`src/rtl/led_pkg.sv`:
```
// Shared constants and types for the LED panel receiver.
package led_pkg;

  localparam int unsigned COLS_DEF     = 32;
  localparam int unsigned ROW_BITS_DEF = 3;

  typedef logic [2:0] rgb_t;

  typedef enum logic {
    IDLE = 1'b0,
    DUMP = 1'b1
  } rx_state_t;

endpackage : led_pkg

```
`src/rtl/led_edge_det.sv`:
```
// Input register plus rising-edge pulse (pulse is combinational from the
// registered level and its one-cycle-old copy).
module led_edge_det (
  input  logic clk,
  input  logic reset,
  input  logic i_sig,
  output logic o_rise_c
);

  logic r_sig;
  logic r_sig_prev;

  // Sample the input and keep the previous sample for edge detection
  always_ff @(posedge clk) begin
    if (reset) begin
      r_sig      <= 1'b0;
      r_sig_prev <= 1'b0;
    end else begin
      r_sig      <= i_sig;
      r_sig_prev <= r_sig;
    end
  end

  assign o_rise_c = r_sig & ~r_sig_prev;

endmodule : led_edge_det

```
`src/rtl/led_panel_rx.sv`:
```
// Receiver for the RGB LED matrix panel bus. Shifts column data on sclk
// rising edges, captures a row on latch rising edges and replays it as
// 2*COLS frame-buffer writes (top half, then bottom half). Protocol
// violations are reported on sticky error flags.
// Optional build macro: LED_RX_SYNC_EN adds a two-flop synchronizer in
// front of the input register stage for an asynchronous source.
module led_panel_rx
  import led_pkg::*;
#(
  parameter int unsigned COLS     = COLS_DEF,
  parameter int unsigned ROW_BITS = ROW_BITS_DEF
) (
  input  logic                      clk,
  input  logic                      reset,
  input  logic [2:0]                LEDs1,
  input  logic [2:0]                LEDs2,
  input  logic [ROW_BITS-1:0]       rowSelect,
  input  logic                      blank,
  input  logic                      latch,
  input  logic                      sclk,
  output logic                      pix_we,
  output logic                      pix_half,
  output logic [ROW_BITS-1:0]       pix_row,
  output logic [$clog2(COLS)-1:0]   pix_col,
  output rgb_t                      pix_rgb,
  output logic                      row_done,
  output logic                      err_len,
  output logic                      err_overrun,
  output logic                      err_unblanked
);

  localparam int unsigned CW  = $clog2(COLS);
  localparam int unsigned BCW = CW + 1;
  localparam int unsigned WCW = CW + 2;
  localparam int unsigned INW = 3 + 3 + ROW_BITS + 3;

  // ------------------------------------------------------------------
  // Input conditioning
  // ------------------------------------------------------------------
  logic [INW-1:0]      w_raw;
  logic [INW-1:0]      w_in;
  logic                w_sclk_in;
  logic                w_latch_in;
  logic                w_blank_in;
  logic [ROW_BITS-1:0] w_row_in;
  rgb_t                w_leds1_in;
  rgb_t                w_leds2_in;

  assign w_raw = {sclk, latch, blank, rowSelect, LEDs2, LEDs1};

`ifdef LED_RX_SYNC_EN
  logic [INW-1:0] r_sync1;
  logic [INW-1:0] r_sync2;

  // Two-flop synchronizer on every bus signal
  always_ff @(posedge clk) begin
    if (reset) begin
      r_sync1 <= '0;
      r_sync2 <= '0;
    end else begin
      r_sync1 <= w_raw;
      r_sync2 <= r_sync1;
    end
  end

  assign w_in = r_sync2;
`else
  assign w_in = w_raw;
`endif

  assign {w_sclk_in, w_latch_in, w_blank_in, w_row_in, w_leds2_in, w_leds1_in} = w_in;

  rgb_t                r_leds1;
  rgb_t                r_leds2;
  logic [ROW_BITS-1:0] r_row;
  logic                r_blank;
  logic                w_sclk_rise;
  logic                w_latch_rise;

  // Register stage r for the data-carrying inputs
  always_ff @(posedge clk) begin
    if (reset) begin
      r_leds1 <= '0;
      r_leds2 <= '0;
      r_row   <= '0;
      r_blank <= 1'b0;
    end else begin
      r_leds1 <= w_leds1_in;
      r_leds2 <= w_leds2_in;
      r_row   <= w_row_in;
      r_blank <= w_blank_in;
    end
  end

  led_edge_det u_sclk_edge (
    .clk      (clk),
    .reset    (reset),
    .i_sig    (w_sclk_in),
    .o_rise_c (w_sclk_rise)
  );

  led_edge_det u_latch_edge (
    .clk      (clk),
    .reset    (reset),
    .i_sig    (w_latch_in),
    .o_rise_c (w_latch_rise)
  );

  // ------------------------------------------------------------------
  // Shift path (independent of the dump engine)
  // ------------------------------------------------------------------
  rgb_t [COLS-1:0] r_sh1;
  rgb_t [COLS-1:0] r_sh2;
  rgb_t [COLS-1:0] w_sh1_post;
  rgb_t [COLS-1:0] w_sh2_post;
  logic [BCW-1:0]  r_bit_cnt;
  logic [BCW-1:0]  w_cnt_post;

  // Shift-register and bit-count values after this cycle's sclk edge; a
  // coincident latch sees these, so the simultaneous bit is captured
  always_comb begin
    w_sh1_post = r_sh1;
    w_sh2_post = r_sh2;
    w_cnt_post = r_bit_cnt;
    if (w_sclk_rise) begin
      w_sh1_post = {r_sh1[COLS-2:0], r_leds1};
      w_sh2_post = {r_sh2[COLS-2:0], r_leds2};
      if (r_bit_cnt != BCW'(COLS)) begin
        w_cnt_post = r_bit_cnt + BCW'(1);
      end
    end
  end

  // Shift registers and saturating bit counter; any latch edge restarts the count
  always_ff @(posedge clk) begin
    if (reset) begin
      r_sh1     <= '0;
      r_sh2     <= '0;
      r_bit_cnt <= '0;
    end else begin
      r_sh1     <= w_sh1_post;
      r_sh2     <= w_sh2_post;
      r_bit_cnt <= w_latch_rise ? BCW'(0) : w_cnt_post;
    end
  end

  // ------------------------------------------------------------------
  // Capture and dump engine
  // ------------------------------------------------------------------
  rx_state_t           r_state;
  rx_state_t           w_state_nxt;
  logic [WCW-1:0]      r_wr_cnt;
  logic [WCW-1:0]      w_wr_cnt_nxt;
  rgb_t [COLS-1:0]     r_hold1;
  rgb_t [COLS-1:0]     r_hold2;
  rgb_t [COLS-1:0]     w_hold1_nxt;
  rgb_t [COLS-1:0]     w_hold2_nxt;
  logic                w_we_nxt;
  logic                w_half_nxt;
  logic [ROW_BITS-1:0] w_row_nxt;
  logic [CW-1:0]       w_col_nxt;
  rgb_t                w_rgb_nxt;
  logic                w_row_done_nxt;
  logic                w_err_len_nxt;
  logic                w_err_ovr_nxt;
  logic                w_err_unb_nxt;
  logic [CW-1:0]       w_cur_col;
  logic                w_cur_half;

  // Write index layout: MSB-1 selects the half, low bits select the column
  assign w_cur_col  = r_wr_cnt[CW-1:0];
  assign w_cur_half = r_wr_cnt[CW];

  // Next-state and next-output logic; write 0 is issued together with the
  // capture, the remaining 2*COLS-1 writes come from the hold registers
  always_comb begin
    w_state_nxt    = r_state;
    w_wr_cnt_nxt   = r_wr_cnt;
    w_hold1_nxt    = r_hold1;
    w_hold2_nxt    = r_hold2;
    w_we_nxt       = 1'b0;
    w_half_nxt     = pix_half;
    w_row_nxt      = pix_row;
    w_col_nxt      = pix_col;
    w_rgb_nxt      = pix_rgb;
    w_row_done_nxt = 1'b0;
    w_err_len_nxt  = err_len;
    w_err_ovr_nxt  = err_overrun;
    w_err_unb_nxt  = err_unblanked;

    case (r_state)
      IDLE: begin
        if (w_latch_rise) begin
          w_hold1_nxt  = w_sh1_post;
          w_hold2_nxt  = w_sh2_post;
          w_row_nxt    = r_row;
          w_we_nxt     = 1'b1;
          w_half_nxt   = 1'b0;
          w_col_nxt    = '0;
          w_rgb_nxt    = w_sh1_post[0];
          w_wr_cnt_nxt = WCW'(1);
          w_state_nxt  = DUMP;
          if (w_cnt_post != BCW'(COLS)) begin
            w_err_len_nxt = 1'b1;
          end
          if (!r_blank) begin
            w_err_unb_nxt = 1'b1;
          end
        end
      end

      DUMP: begin
        if (w_latch_rise) begin
          w_err_ovr_nxt = 1'b1;
        end
        if (r_wr_cnt == WCW'(2 * COLS)) begin
          w_row_done_nxt = 1'b1;
          w_wr_cnt_nxt   = '0;
          w_state_nxt    = IDLE;
        end else begin
          w_we_nxt     = 1'b1;
          w_half_nxt   = w_cur_half;
          w_col_nxt    = w_cur_col;
          w_rgb_nxt    = w_cur_half ? r_hold2[w_cur_col] : r_hold1[w_cur_col];
          w_wr_cnt_nxt = r_wr_cnt + WCW'(1);
        end
      end

      default: begin
        w_state_nxt = IDLE;
      end
    endcase
  end

  // State, hold registers and registered outputs
  always_ff @(posedge clk) begin
    if (reset) begin
      r_state       <= IDLE;
      r_wr_cnt      <= '0;
      r_hold1       <= '0;
      r_hold2       <= '0;
      pix_we        <= 1'b0;
      pix_half      <= 1'b0;
      pix_row       <= '0;
      pix_col       <= '0;
      pix_rgb       <= '0;
      row_done      <= 1'b0;
      err_len       <= 1'b0;
      err_overrun   <= 1'b0;
      err_unblanked <= 1'b0;
    end else begin
      r_state       <= w_state_nxt;
      r_wr_cnt      <= w_wr_cnt_nxt;
      r_hold1       <= w_hold1_nxt;
      r_hold2       <= w_hold2_nxt;
      pix_we        <= w_we_nxt;
      pix_half      <= w_half_nxt;
      pix_row       <= w_row_nxt;
      pix_col       <= w_col_nxt;
      pix_rgb       <= w_rgb_nxt;
      row_done      <= w_row_done_nxt;
      err_len       <= w_err_len_nxt;
      err_overrun   <= w_err_ovr_nxt;
      err_unblanked <= w_err_unb_nxt;
    end
  end

endmodule : led_panel_rx

```
`config.mk`:
```
export PLATFORM = sky130hd
export DESIGN_NAME = led_panel_rx
export DESIGN_NICKNAME = d
export VERILOG_FILES = /design/src/rtl/led_pkg.sv /design/src/rtl/led_edge_det.sv /design/src/rtl/led_panel_rx.sv
export SDC_FILE = /design/constraint.sdc
export NUM_CORES = 1
export LEC_CHECK = 0
export BUFFER_PORTS_ARGS = -buffer_cell sky130_fd_sc_hd__buf_2
export CORE_AREA = 2 2 171 173
export CTS_CLUSTER_DIAMETER = 40
export DETAILED_ROUTE_END_ITERATION = 6
export DIE_AREA = 0 0 173 175
export GPL_TIMING_DRIVEN = 0
export MAX_ROUTING_LAYER = met4
export PLACE_DENSITY = 0.85
export SYNTH_ARGS = -nofsm -noshare
export SYNTH_HDL_FRONTEND = slang
export SYNTH_SLANG_ARGS = --single-unit
```
`constraint.sdc`:
```
create_clock -name clk -period 1.8 [get_ports clk]
set_input_delay 0.09 -clock clk [delete_from_list [all_inputs] [get_ports clk]]
set_output_delay 0.09 -clock clk [all_outputs]
set_load 0.1 [all_outputs]
```
; Word level (Yosys, flattened, before mapping)
; Cells that the tools add are included.
[op_classes]
addsub = 2
order_cmp = 1
n_eq_ne = 5
n_mux = 25
n_bitwise = 6
reduce_logical = 7
[op_table]
columns = op, count
row1 = $mux W96, 2
row2 = $bmux W3 S5, 2
row3 = $mux W3, 5
row4 = $mux W7, 2
row5 = $pmux W7 S2, 1
row6 = $mux W6, 2
row7 = $ne A6 B6 Y1 const B, 2
row8 = $mux W5, 2
row9 = $pmux W5 S2, 1
row10 = $add A7 B1 Y7 const B, 1
row11 = $eq A7 B7 Y1 const B, 1
row12 = $add A6 B1 Y6 const B, 1
row13 = $lt A5 B6 Y1 const B, 1
row14 = $pmux W3 S2, 1
row15 = $reduce_and A2 Y1, 3
row16 = $reduce_and A3 Y1, 2
row17 = $mux W1, 5
row18 = $ne A2 B2 Y1 const B, 2
row19 = $not A1 Y1, 4
row20 = $pmux W1 S2, 2
row21 = $reduce_or A2 Y1, 2
row22 = $and A1 B1 Y1, 2
[word_totals]
regBits = 428

; Logic depth before layout (Yosys ltp)
; Gate-level depths: netlist of the first run.
[logic_depth]
depth_word = 5
ltp_mapped = 10
depth_no_buf = 7

; Hierarchy
; A second synthesis of the first run with hierarchy kept.
[hier_totals]
hier_cells = 1372
area_unflattened_um2 = 15782.6
[modules_own_cells]
columns = mod, n_inst, cells_each, area_per_inst_um2, seq_area_each_um2
row1 = led_panel_rx, 1, 1362, 15660.0, 8488.1
row2 = led_edge_det, 2, 5, 61.3, 40.0

; Worst setup path before layout of the first run
; Ideal clock, no wire load.
[synth_path]
path_kind = reg2reg
startpoint = reg r_state
endpoint = reg r_hold1[10] in the netlist's numbering
arrival_time_ns = 2.309
required_time_ns = 1.742
path_slack_ns = -0.568
path_stages_with_launch = 9
path_buffers = 4
period_less_slack_ns = 2.368
path_cell_list = dfxtp_1 clkbuf_2 inv_1 and2_1 buf_2 nor2_4 clkbuf_1 buf_2 o22a_1
[synth_between]
elab_chain_cells = 2
[synth_lines]
columns = item, line
row1 = "start, declared", led_panel_rx.sv:150  ; rx_state_t r_state;
row2 = "start signal, assigned", led_panel_rx.sv:252  ; r_state <= w_state_nxt;
row3 = $not A1 Y1 (no source line), n/a
row4 = $reduce_and A2 Y1 (no source line), n/a
row5 = "end signal, assigned", led_panel_rx.sv:254  ; r_hold1 <= w_hold1_nxt;
row6 = "end, declared", led_panel_rx.sv:154  ; rgb_t [COLS-1:0] r_hold1;
; Every way passes these cells.
; A chain may end at the register's enable or synchronous reset.

; Final worst setup path of the first run
[layout_path]
startpoint = reg r_wr_cnt[3]
endpoint = reg pix_rgb[0]
[layout_between]
elab_chain_cells = 5
word_cells_on_any_way = 10
cone_classes = eq/ne (2) / mux (7) / reduce/logical (1)
[layout_lines]
columns = item, line
row1 = "start, declared", led_panel_rx.sv:152  ; logic [WCW-1:0] r_wr_cnt;
row2 = "start signal, assigned", led_panel_rx.sv:253  ; r_wr_cnt <= w_wr_cnt_nxt;
row3 = $bmux W3 S5, led_panel_rx.sv:224  ; w_rgb_nxt = w_cur_half ? r_hold2[w_cur_col] : r_hold1[w_cur_col];
row4 = $mux W3 (implied by the code), led_panel_rx.sv:224
row5 = $mux W3, led_panel_rx.sv:224
row6 = $mux W3, led_panel_rx.sv:216  ; if (r_wr_cnt == WCW'(2 * COLS)) begin
row7 = $pmux W3 S2, led_panel_rx.sv:191  ; case (r_state)
row8 = "end signal, assigned", led_panel_rx.sv:260  ; pix_rgb <= w_rgb_nxt;
row9 = "end, declared", led_panel_rx.sv:25  ; output rgb_t pix_rgb,
; Parallel ways exist; a longest one is shown, timed or not. The select of a mux whose other input is x is not followed.

==> out/qor.yml, run 1 <==
status: "finished, violations left"
violations: "setup timing"
drt_iter0_drc: 1659
routabilityCongestion: 0.920
setup_violations: 20
yosys-top-cells-count: "428 x dfxtp_1, 407 x nand2_1, 209 x a21oi_1"
core-area_mm2: 0.0284
via_per_inst: 6.24
max-vdd-ir-drop_uv: 848
async_flop_share_pct: 0
grt_max_degree: 20
hold_path.class: "input port to register"
endpoint_kind: "register"
setup-tns-final_ns: -5.46
multi_input_area_mm2: 0.00657
start_kind: "register"
dr_total_vias: 13200
yosys.cell_types.count: 57
p_switching_w: 0.00536
synth_nets: 1598
cts_made_buffers: 47
pwr-share-comb_pct: 8.6
synth_top_area_share_pct: 54.8
grt_use_total_pct: 27.7
synth_ff_type: "dfxtp_1"
hpwl_um: 25200
fin_hold_ws_ns: 0.0963
drtPass1Iterations: 6
criticalPathCategory: "register to register"
sequentialPowerShare_pct: 46.1
yosysWarnings: 0
antenna_found_initial: 1
drive_gt1_share_pct: 18.0
nNetsFinal: 1709
grt_pass1_wl_um: 65300
syn_area_per_cell_um2: 9.90
wl_um: 44600
netlist_area_mm2: 0.0156
tightest_slew_ns: 1.07
p_per_area_mw_per_mm2: 1170
critPathArrivalTime_ns: 2.86
clock_skew_ns: 0.0190
rsz0062_at_grt: "yes"
p_clk_share_pct: 45.3
insertion_delay_ns: 0.56
leakage_nw: 7.70
slew_viol_final: 0
power.internal_w: 0.0164
max_freq_ghz: 0.418
period_share_pct: 133
switching_share_pct: 24.6
grt_pass1_vias: 12700
n_fill_cell: 1985
hold_viol: 0
dieArea_mm2: 0.0303
path_max_fanout: 10
io_pins: 31
synth_area_leader_cell: "dfxtp_1"
synthCells: 1580
maxCapViolCount: 0
wl_per_cell_um: 21.1
cts-root-buf: "clkbuf_16"
ant_nets: 0
finalCriticalPeriod_ns: 2.39
placementRows: 62
relSlewSlack_pct: 28.7
yosysMostFrequentCell: "dfxtp_1"
die_w_um: 173
htree_levels: 2
ys_ff_latch: 428
synth_edf_count: 0
cts.sinks: 428
gr-total-overflow: 0
cts_tree: "done"
ys_seq_area_share_pct: 54.8
cp.required_ns: 2.27
chipHeight_um: 175
path_clk_slew_ns: 0.07
cts_buffer_depth: 3
synth_area_leaders: "dfxtp_1 55%, o22a_1 11%, nand2_1 9.8%"
area_growth_pct: 19.3
port_buffers: 29
postLayoutSetupSlackWorst_ns: -0.591
start_util_pct: 55.1
register_area_mm2: 0.00857
drc_errors: 0
-- through the flow --
step / std cells / utilization (%) / instance area (µm²) / power [W] / setup WS, ns
after floorplan: 1580 / - / 15700 / 0.0113 / 0.00153
after global placement: 1993 / 57.4 / 16300 / 0.0117 / -0.514
after detailed placement: 1993 / 57.4 / 16300 / 0.0117 / -0.563
after CTS: 2104 / 65.1 / 18500 / 0.0215 / -0.282
after global routing: 2111 / 65.8 / 18700 / 0.0222 / -0.573
final: 2111 / 65.8 / 18700 / 0.0218 / -0.591
-- registers in the layout, summed over array words and instances, names as in the netlist, 3 cells and up --
register and cells:
pix_col 5, pix_rgb 3, pix_row 3, r_bit_cnt 6, r_hold1 96, r_hold2 96
r_leds1 3, r_leds2 3, r_row 3, r_sh1 96, r_sh2 96, r_wr_cnt 7
-- per-layer routing --
layer,up-vias,global-route usage [%],wire length (µm)
met5,-,-,0
met4,0,16.5,2810
met3,236,5.85,4240
met2,803,44.8,20700
met1,6316,31.8,16800
li1,5813,-,-
-- placed cells by master, fill, tap and decap left out, drive strengths merged, types with 3 or more instances in the layout --
master	instances
mux4	48
bufinv	3
nor3	5
buf	114
nor4	3
o22a	190
nor2	29
a21oi	209
dfxtp	428
a22oi	12
o22ai	3
nor2b	18
o21ai	8
mux2i	16
nand2	407
clkinv	12
clkbuf	134
nand3	7
ha	4
and2	3
inv	16
dlygate4sd3	12
a211oi	3
-- worst max-delay path, stage by stage, from the launching register on --
cell      delay (ns)
dfxtp_1         0.44
clkbuf_1        0.48
and2_1          0.40
a22oi_1         0.16
nand3_1         0.15
o211ai_1        0.31
a221oi_2        0.34
-- cell families after synthesis --
| group | Yosys count | share of synthesized area (%) |
|---|---|---|
| multiplexers | 64 | 8.20 |
| AO/OA/AOI/OAI | 446 | 19.6 |
| buffers and inverters | 147 | 4.13 |
| adder cells (fa/ha/maj) | 4 | 0.320 |
| AND/OR/NAND/NOR | 487 | 12.7 |
| XOR/XNOR | 4 | 0.224 |
| flip-flops | 428 | 54.8 |
-- power groups by stage --
stage / combinational, W / sequential [W] / clock (W)
floorplan: 0.00104 / 0.0102 / 0
global placement: 0.00149 / 0.0102 / 0
detailed placement: 0.00153 / 0.0102 / 0
CTS: 0.00175 / 0.00999 / 0.00978
global route: 0.00196 / 0.0100 / 0.0102
finish: 0.00188 / 0.0100 / 0.00986
-- final timing paths --
kind | startpoint | to | slack, ns | cells past startpoint
worst max-delay path | r_wr_cnt[3] | pix_rgb[0] | -0.59 | 6
worst min-delay path | reset | row_done | 0.1 | 3
worst max register to register | r_wr_cnt[3] | pix_rgb[0] | -0.59 | 6
worst min register to register | r_row[0] | pix_row[0] | 0.44 | 2
-- layout make-up --
type,instances,share of cell area [%]
diodes,1,0.0134
plain buffers,136,4.68
clock buffers,60,7.22
clock inverters,24,1.33
inverters,9,0.194
multi-input cells,1005,35.2
flip-flops and latches,428,45.9
well taps,384,2.57
repair buffers,64,2.85
-- repair_timing --
action                                  in CTS  in global routing
pin swaps                                   10                  9
endpoints found under the setup margin     386                216
gates resized for setup                    114                 62
endpoints found under the hold margin       12                  0
gates cloned                                 3                  1
hold buffers                                12                  0
buffers inserted                            13                  8
Note: power is estimated with default switching activity, not from simulation.
==> run 2: changes to the inputs <==
--- a/config.mk
+++ b/config.mk
@@ -12,7 +12,7 @@
 export DIE_AREA = 0 0 173 175
 export GPL_TIMING_DRIVEN = 0
 export MAX_ROUTING_LAYER = met4
-export PLACE_DENSITY = 0.85
+export PLACE_DENSITY = 0.74
 export SYNTH_ARGS = -nofsm -noshare
 export SYNTH_HDL_FRONTEND = slang
 export SYNTH_SLANG_ARGS = --single-unit
==> run 2 against run 1 <==
Net effect:
- the run still ends with setup timing left
- maximum frequency is 13% higher
- via count shrank 6.6%
- critical path depth up 1
- sequential power barely moved
- power about the same
- final cell count decreased by 0.28%
- critical endpoint unchanged
- flip-flop and latch count is the same
- sequential share of layout area increased by 0.089 points
- clock power rose by 0.8%
==> out/qor.yml, run 2 (synthesis results as in run 1) <==
routabilityCongestion: 0.908  # was 0.920
cp.required_ns: 2.18  # was 2.27 ns
crit_path_top_delay_cell: "mux4_2"  # was clkbuf_1
cts_made_buffers: 48  # was 47
layout_commonest_cell: "dfxtp_1"  # unchanged
critPathMaxStageDelay_ns: 0.51  # was 0.48 ns
clock_skew_ns: 0.0175  # was 0.0190 ns
io_pins: 31  # unchanged
antenna_found_initial: 0  # was 1
max_freq_ghz: 0.471  # was 0.418 GHz
grt_use_total_pct: 26.0  # was 27.7%
grt_max_degree: 15  # was 20
core-area_mm2: 0.0284  # unchanged
finalCriticalPeriod_ns: 2.12  # was 2.39 ns
via_per_inst: 5.85  # was 6.24
dr_total_vias: 12300  # was 13,200
htree_levels: 2  # unchanged
drt_iter0_drc: 992  # was 1,659
path_clk_slew_ns: 0.06  # was 0.07 ns
drc_errors: 0  # unchanged
start_util_pct: 55.1  # unchanged
n_fill_cell: 2230  # was 1,985
wl_per_cell_um: 18.7  # was 21.1 µm
cts.sinks: 428  # unchanged
die_w_um: 173  # unchanged
setup-tns-final_ns: -2.79  # was -5.46 ns
chipHeight_um: 175  # unchanged
cts-root-buf: "clkbuf_16"  # unchanged
criticalPathCategory: "register to register"  # unchanged
wl_um: 39300  # was 44,600 µm
crit_path_frequent_cell: "buf_12"
cp.buffers_inverters: 2  # was 1
layout_common_cells: "426 x dfxtp_1, 406 x nand2_1, 206 x a21oi_1, 190 x o22a_1, 62 x buf_2"  # was 426 x dfxtp_1, 406 x nand2_1, 205 x a21oi_1, 190 x o22a_1, 57 x buf_2
start_kind: "register"  # unchanged
setup_violations: 16  # was 20
instances_no_fill: 2105  # was 2,111
insertion_delay_ns: 0.56  # about the same
leakage_nw: 7.67  # was 7.70 nW
postLayoutSetupSlackWorst_ns: -0.323  # was -0.591 ns
endpoint_kind: "register"  # unchanged
path_max_fanout: 7  # was 10
critPathArrivalTime_ns: 2.50  # was 2.86 ns
slew_viol_final: 0  # unchanged
hold_path.class: "input port to register"  # unchanged
placed_cell_area_mm2: 0.0163  # unchanged
grt_pass1_wl_um: 61500  # was 65,300 µm
cts_buffer_depth: 3  # unchanged
period_share_pct: 118  # was 133%
area_growth_pct: 19.1  # was 19.3%
dieArea_mm2: 0.0303  # unchanged
max-vdd-ir-drop_uv: 638  # was 848 µV
rsz0062_at_grt: "yes"  # unchanged
hold_viol: 0  # unchanged
status: "finished, violations left"  # unchanged
gr-total-overflow: 0  # unchanged
tightest_slew_ns: 1.10  # was 1.07 ns
cp_cell_sequence: "buf_12 > buf_12 > mux4_2 > mux2i_2 > nor2_1 > nor4b_2 > a221oi_2"  # was clkbuf_1 > and2_1 > a22oi_1 > nand3_1 > o211ai_1 > a221oi_2
ant_nets: 0  # unchanged
hpwl_um: 25500  # was 25,200 µm
drive_gt1_share_pct: 17.8  # was 18.0%
placed_cells: 1993  # unchanged
port_buffers: 29  # unchanged
placementRows: 62  # unchanged
crit_family: "multiplexers"  # was compound AO/OA/AOI/OAI gates
final_area_mm2: 0.0186  # was 0.0187 mm²
diodes: 0  # was 1
maxCapViolCount: 0  # unchanged
nNetsFinal: 1700  # was 1,709
p_per_area_mw_per_mm2: 1170  # about the same
grt_pass1_vias: 11800  # was 12,700
multi_input_area_mm2: 0.00653  # was 0.00657 mm²
fin_hold_ws_ns: 0.101  # was 0.0963 ns
register_area_mm2: 0.00857  # unchanged
violations: "setup timing"  # unchanged
relSlewSlack_pct: 26.9  # was 28.7%
total_power_w: 0.0217  # was 0.0218 W
cts_tree: "done"  # unchanged
drtPass1Iterations: 7  # was 6
[run 2: layer usage]
layer | vias to the layer above | global-route usage (%) | routed length, µm
met5 | - | - | 0
li1 | 5792 | - | -
met4 | 0 | 10.8 | 1440
met3 | 117 | 3.87 | 2330
met2 | 406 | 41.7 | 18600
met1 | 5990 | 33.1 | 16900
[run 2: area by class of cell]
cell class                      instances  share of cell area (%)
Sequential cell                       428                    46.0
Multi-Input combinational cell       1005                    35.1
Clock buffer                           65                    7.55
Buffer                                135                    4.70
Tap cell                              384                    2.58
Timing Repair Buffer                   55                    2.54
Clock inverter                         24                    1.36
Inverter                                9                   0.195
[run 2: path summary, 6_finish.rpt]
path                    start          to  slack (ns)  cells past startpoint
hold / removal          reset    row_done        0.10                      3
setup reg to reg  r_wr_cnt[0]  pix_rgb[0]       -0.32                      7
hold reg to reg      r_row[0]  pix_row[0]        0.45                      2
setup / recovery  r_wr_cnt[0]  pix_rgb[0]       -0.32                      7
[run 2: repair_timing]
action,4_1_cts,5_1_grt
endpoints found under the hold margin,12,0
cloned,1,1
hold buffers,12,0
resized for setup,114,62
setup endpoints to repair,386,219
pin swaps,8,9
setup buffers,10,2
[run 2: metrics by stage]
stage / worst slack, ns / util [%]
floorplan: 0.00153 / -
global placement: -0.553 / 57.4
detailed placement: -0.597 / 57.4
CTS: -0.285 / 65.1
global route: -0.346 / 65.6
finish: -0.323 / 65.6
[run 2: tightest hold or removal path: cells and delay by family]
kind / cells / cell delay [ns]
buffers and inverters: 1 / 0.26
and+or+nand+nor: 2 / 0.25
[run 2: power breakdown]
part           internal, W  leakage, nW  switching, W  total [W]
Sequential         0.00981         3.48      0.000188     0.0100
Combinational     0.000777         3.37       0.00103    0.00180
Clock              0.00597        0.811       0.00397    0.00994
==> run 3: changes to the inputs <==
--- a/config.mk
+++ b/config.mk
@@ -6,13 +6,13 @@
 export NUM_CORES = 1
 export LEC_CHECK = 0
 export BUFFER_PORTS_ARGS = -buffer_cell sky130_fd_sc_hd__buf_2
-export CORE_AREA = 2 2 171 173
+export CORE_AREA = 2 2 162 164
 export CTS_CLUSTER_DIAMETER = 40
 export DETAILED_ROUTE_END_ITERATION = 6
-export DIE_AREA = 0 0 173 175
+export DIE_AREA = 0 0 164 166
 export GPL_TIMING_DRIVEN = 0
 export MAX_ROUTING_LAYER = met4
-export PLACE_DENSITY = 0.74
+export PLACE_DENSITY = 0.78
 export SYNTH_ARGS = -nofsm -noshare
 export SYNTH_HDL_FRONTEND = slang
 export SYNTH_SLANG_ARGS = --single-unit
==> constraint.sdc (replaced) <==
create_clock -name clk -period 2.4 [get_ports clk]
set_input_delay 0.12 -clock clk [delete_from_list [all_inputs] [get_ports clk]]
set_output_delay 0.12 -clock clk [all_outputs]
set_load 0.1 [all_outputs]
==> run 3 against run 2 <==
Net effect:
- the run now ends clean
- maximum frequency down 10%
- sequential share of layout area up 1.3 points
- sequential power down 25%
- critical path depth unchanged
==> out/qor.yml, run 3 (synthesis results as in run 1) <==
grt_pass1_wl_um: 61700  # was 61,500 µm
pwr-share-comb_pct: 7.3  # was 8.3%
crit-reg2reg-capture: "pix_rgb[0]"  # unchanged
diodes: 0  # unchanged
cp.buffers_inverters: 2  # unchanged
cts_buffer_depth: 3  # unchanged
nNetsFinal: 1693  # was 1,700
tightest_slew_ns: 0.930  # was 1.10 ns
path_clk_slew_ns: 0.06  # about the same
cp_cell_sequence: "clkbuf_4 > buf_2 > mux4_2 > mux2i_1 > nor2_1 > nor4b_4 > a221oi_2"  # was buf_12 > buf_12 > mux4_2 > mux2i_2 > nor2_1 > nor4b_2 > a221oi_2
drive_gt1_share_pct: 12.5  # was 17.8%
final_area_mm2: 0.0181  # was 0.0186 mm²
crit_path_top_delay_cell: "buf_2"  # was mux4_2
hpwl_um: 24800  # was 25,500 µm
wl_um: 38700  # was 39,300 µm
worstSetupPathDepth: 7  # unchanged
clock_skew_ns: 0.0152  # was 0.0175 ns
dieArea_mm2: 0.0272  # was 0.0303 mm²
layout_commonest_cell: "dfxtp_1"  # unchanged
cts.sinks: 428  # unchanged
slew_viol_final: 0  # unchanged
max-vdd-ir-drop_uv: 865  # was 638 µV
n_fill_cell: 1844  # was 2,230
start_kind: "register"  # unchanged
htree_levels: 2  # unchanged
core-area_mm2: 0.0256  # was 0.0284 mm²
crit_start: "r_wr_cnt[1]"  # was r_wr_cnt[0]
sequentialPowerShare_pct: 45.5  # was 46.0%
p_clk_share_pct: 47.2  # was 45.7%
die_w_um: 164  # was 173 µm
dr_total_vias: 12200  # was 12,300
start_util_pct: 61.1  # was 55.1%
power.internal_w: 0.0127  # was 0.0166 W
area_growth_pct: 15.8  # was 19.1%
p_switching_w: 0.00377  # was 0.00518 W
drtPass1Iterations: 6  # was 7
wl_per_cell_um: 18.9  # was 18.7 µm
status: "completed"  # was finished, violations left
io_pins: 31  # unchanged
chipHeight_um: 166  # was 175 µm
ant_nets: 0  # unchanged
placementRows: 59  # was 62
dpl_worst_slack_ns: -0.181  # was -0.597 ns
port_buffers: 29  # unchanged
path_max_fanout: 10  # was 7
rr_startpoint: "r_wr_cnt[1]"  # was r_wr_cnt[0]
cts_made_buffers: 48  # unchanged
grt_max_degree: 16  # was 15
placed_cells: 1944  # was 1,993
maxCapViolCount: 0  # unchanged
p_per_area_mw_per_mm2: 908  # was 1170 mW/mm²
grt_pass1_vias: 12000  # was 11,800
critPathMaxStageDelay_ns: 0.41  # was 0.51 ns
cts-root-buf: "clkbuf_16"  # unchanged
fin_hold_ws_ns: 0.0946  # was 0.101 ns
dr_wl_met2_um: 18400  # was 18,600 µm
antenna_found_initial: 0  # unchanged
gr-total-overflow: 0  # unchanged
reg2reg_depth: 7  # unchanged
hold_viol: 0  # unchanged
setup-tns-final_ns: 0  # was -2.79 ns
crit_family: "multiplexers"  # unchanged
dr.max_layer_used: "met4"  # unchanged
max_freq_ghz: 0.424  # was 0.471 GHz
endpoint_kind: "register"  # unchanged
drt_iter0_drc: 1099  # was 992
finalCriticalPeriod_ns: 2.36  # was 2.12 ns
setup_violations: 0  # was 16
leakage_nw: 7.43  # was 7.67 nW
relSlewSlack_pct: 38.0  # was 26.9%
drc_errors: 0  # unchanged
critPathArrivalTime_ns: 2.74  # was 2.50 ns
postLayoutSetupSlackWorst_ns: 0.0401  # was -0.323 ns
layout_common_cells: "428 x dfxtp_1, 406 x nand2_1, 209 x a21oi_1, 190 x o22a_1, 78 x clkbuf_1"  # was 426 x dfxtp_1, 406 x nand2_1, 206 x a21oi_1, 190 x o22a_1, 62 x buf_2
hold_path.class: "input port to register"  # unchanged
grt_use_total_pct: 29.3  # was 26.0%
cp.required_ns: 2.78  # was 2.18 ns
criticalPathCategory: "register to register"  # unchanged
route.met3.wl_um: 2430  # was 2330 µm
placed_cell_area_mm2: 0.0162  # was 0.0163 mm²
routabilityCongestion: 0.903  # was 0.908
cts_tree: "done"  # unchanged
via_per_inst: 5.99  # was 5.85
instances_no_fill: 2045  # was 2,105
period_share_pct: 98.3  # was 118%
switching_share_pct: 22.9  # was 23.8%
drt-met1-wl_um: 16600  # was 16,900 µm
r2r_slack_ns: 0.04  # was -0.32 ns
insertion_delay_ns: 0.55  # was 0.56 ns
endpoint: "pix_rgb[0]"  # unchanged
==> run 3: worst min-delay path: cells and delay by family <==
family | cells | cell delay, ns
buf+inv | 1 | 0.23
simple gates | 2 | 0.24
==> run 3: final cells by class <==
cell class	instances	area, µm²	share of cell area (%)
Buffer	137	643	3.55
Clock buffer	60	1350	7.44
Clock inverter	25	365	2.02
Inverter	9	33.8	0.186
Multi-Input combinational cell	1005	6440	35.6
Sequential cell	428	8570	47.3
Tap cell	335	419	2.31
Timing Repair Buffer	46	303	1.67
==> run 3: what timing repair did <==
action	CTS	global route
hold endpoints to repair	12	0
hold buffers	12	0
setup buffers	5	0
resized for setup	3	18
pin swaps	2	0
setup endpoints to repair	10	159
==> run 3: worst min path at each step <==
| stage | depth (start not counted) | endpoint | start |
|---|---|---|---|
| after global placement | 2 | r_leds2[2] | LEDs2[2] |
| after detailed placement | 2 | r_row[0] | rowSelect[0] |
| after CTS | 3 | row_done | reset |
| after global routing | 3 | row_done | reset |
| final | 3 | row_done | reset |
| after floorplan | 1 | r_blank | blank |
==> run 3: stage by stage <==
step                      power (W)  util, %
after CTS                    0.0165     70.6
final                        0.0165     70.8
after global routing         0.0170     70.8
after floorplan             0.00844        -
after detailed placement    0.00878     63.3
after global placement      0.00875     63.3
==> run 3: layer usage <==
metal,up-vias,track usage [%]
met5,-,-
met4,0,10.5
met3,110,4.82
met2,442,46.8
li1,5798,-
met1,5896,37.9
==> run 3: power by group through the flow <==
| stage | logic [W] | clock network, W | registers (W) |
|---|---|---|---|
| 2_1_floorplan | 0.000768 | 0 | 0.00768 |
| 3_3_place_gp | 0.00112 | 0 | 0.00763 |
| 3_5_place_dp | 0.00114 | 0 | 0.00764 |
| 4_1_cts | 0.00118 | 0.00783 | 0.00749 |
| 5_1_grt | 0.00128 | 0.00816 | 0.00751 |
| 6_report | 0.00120 | 0.00776 | 0.00749 |
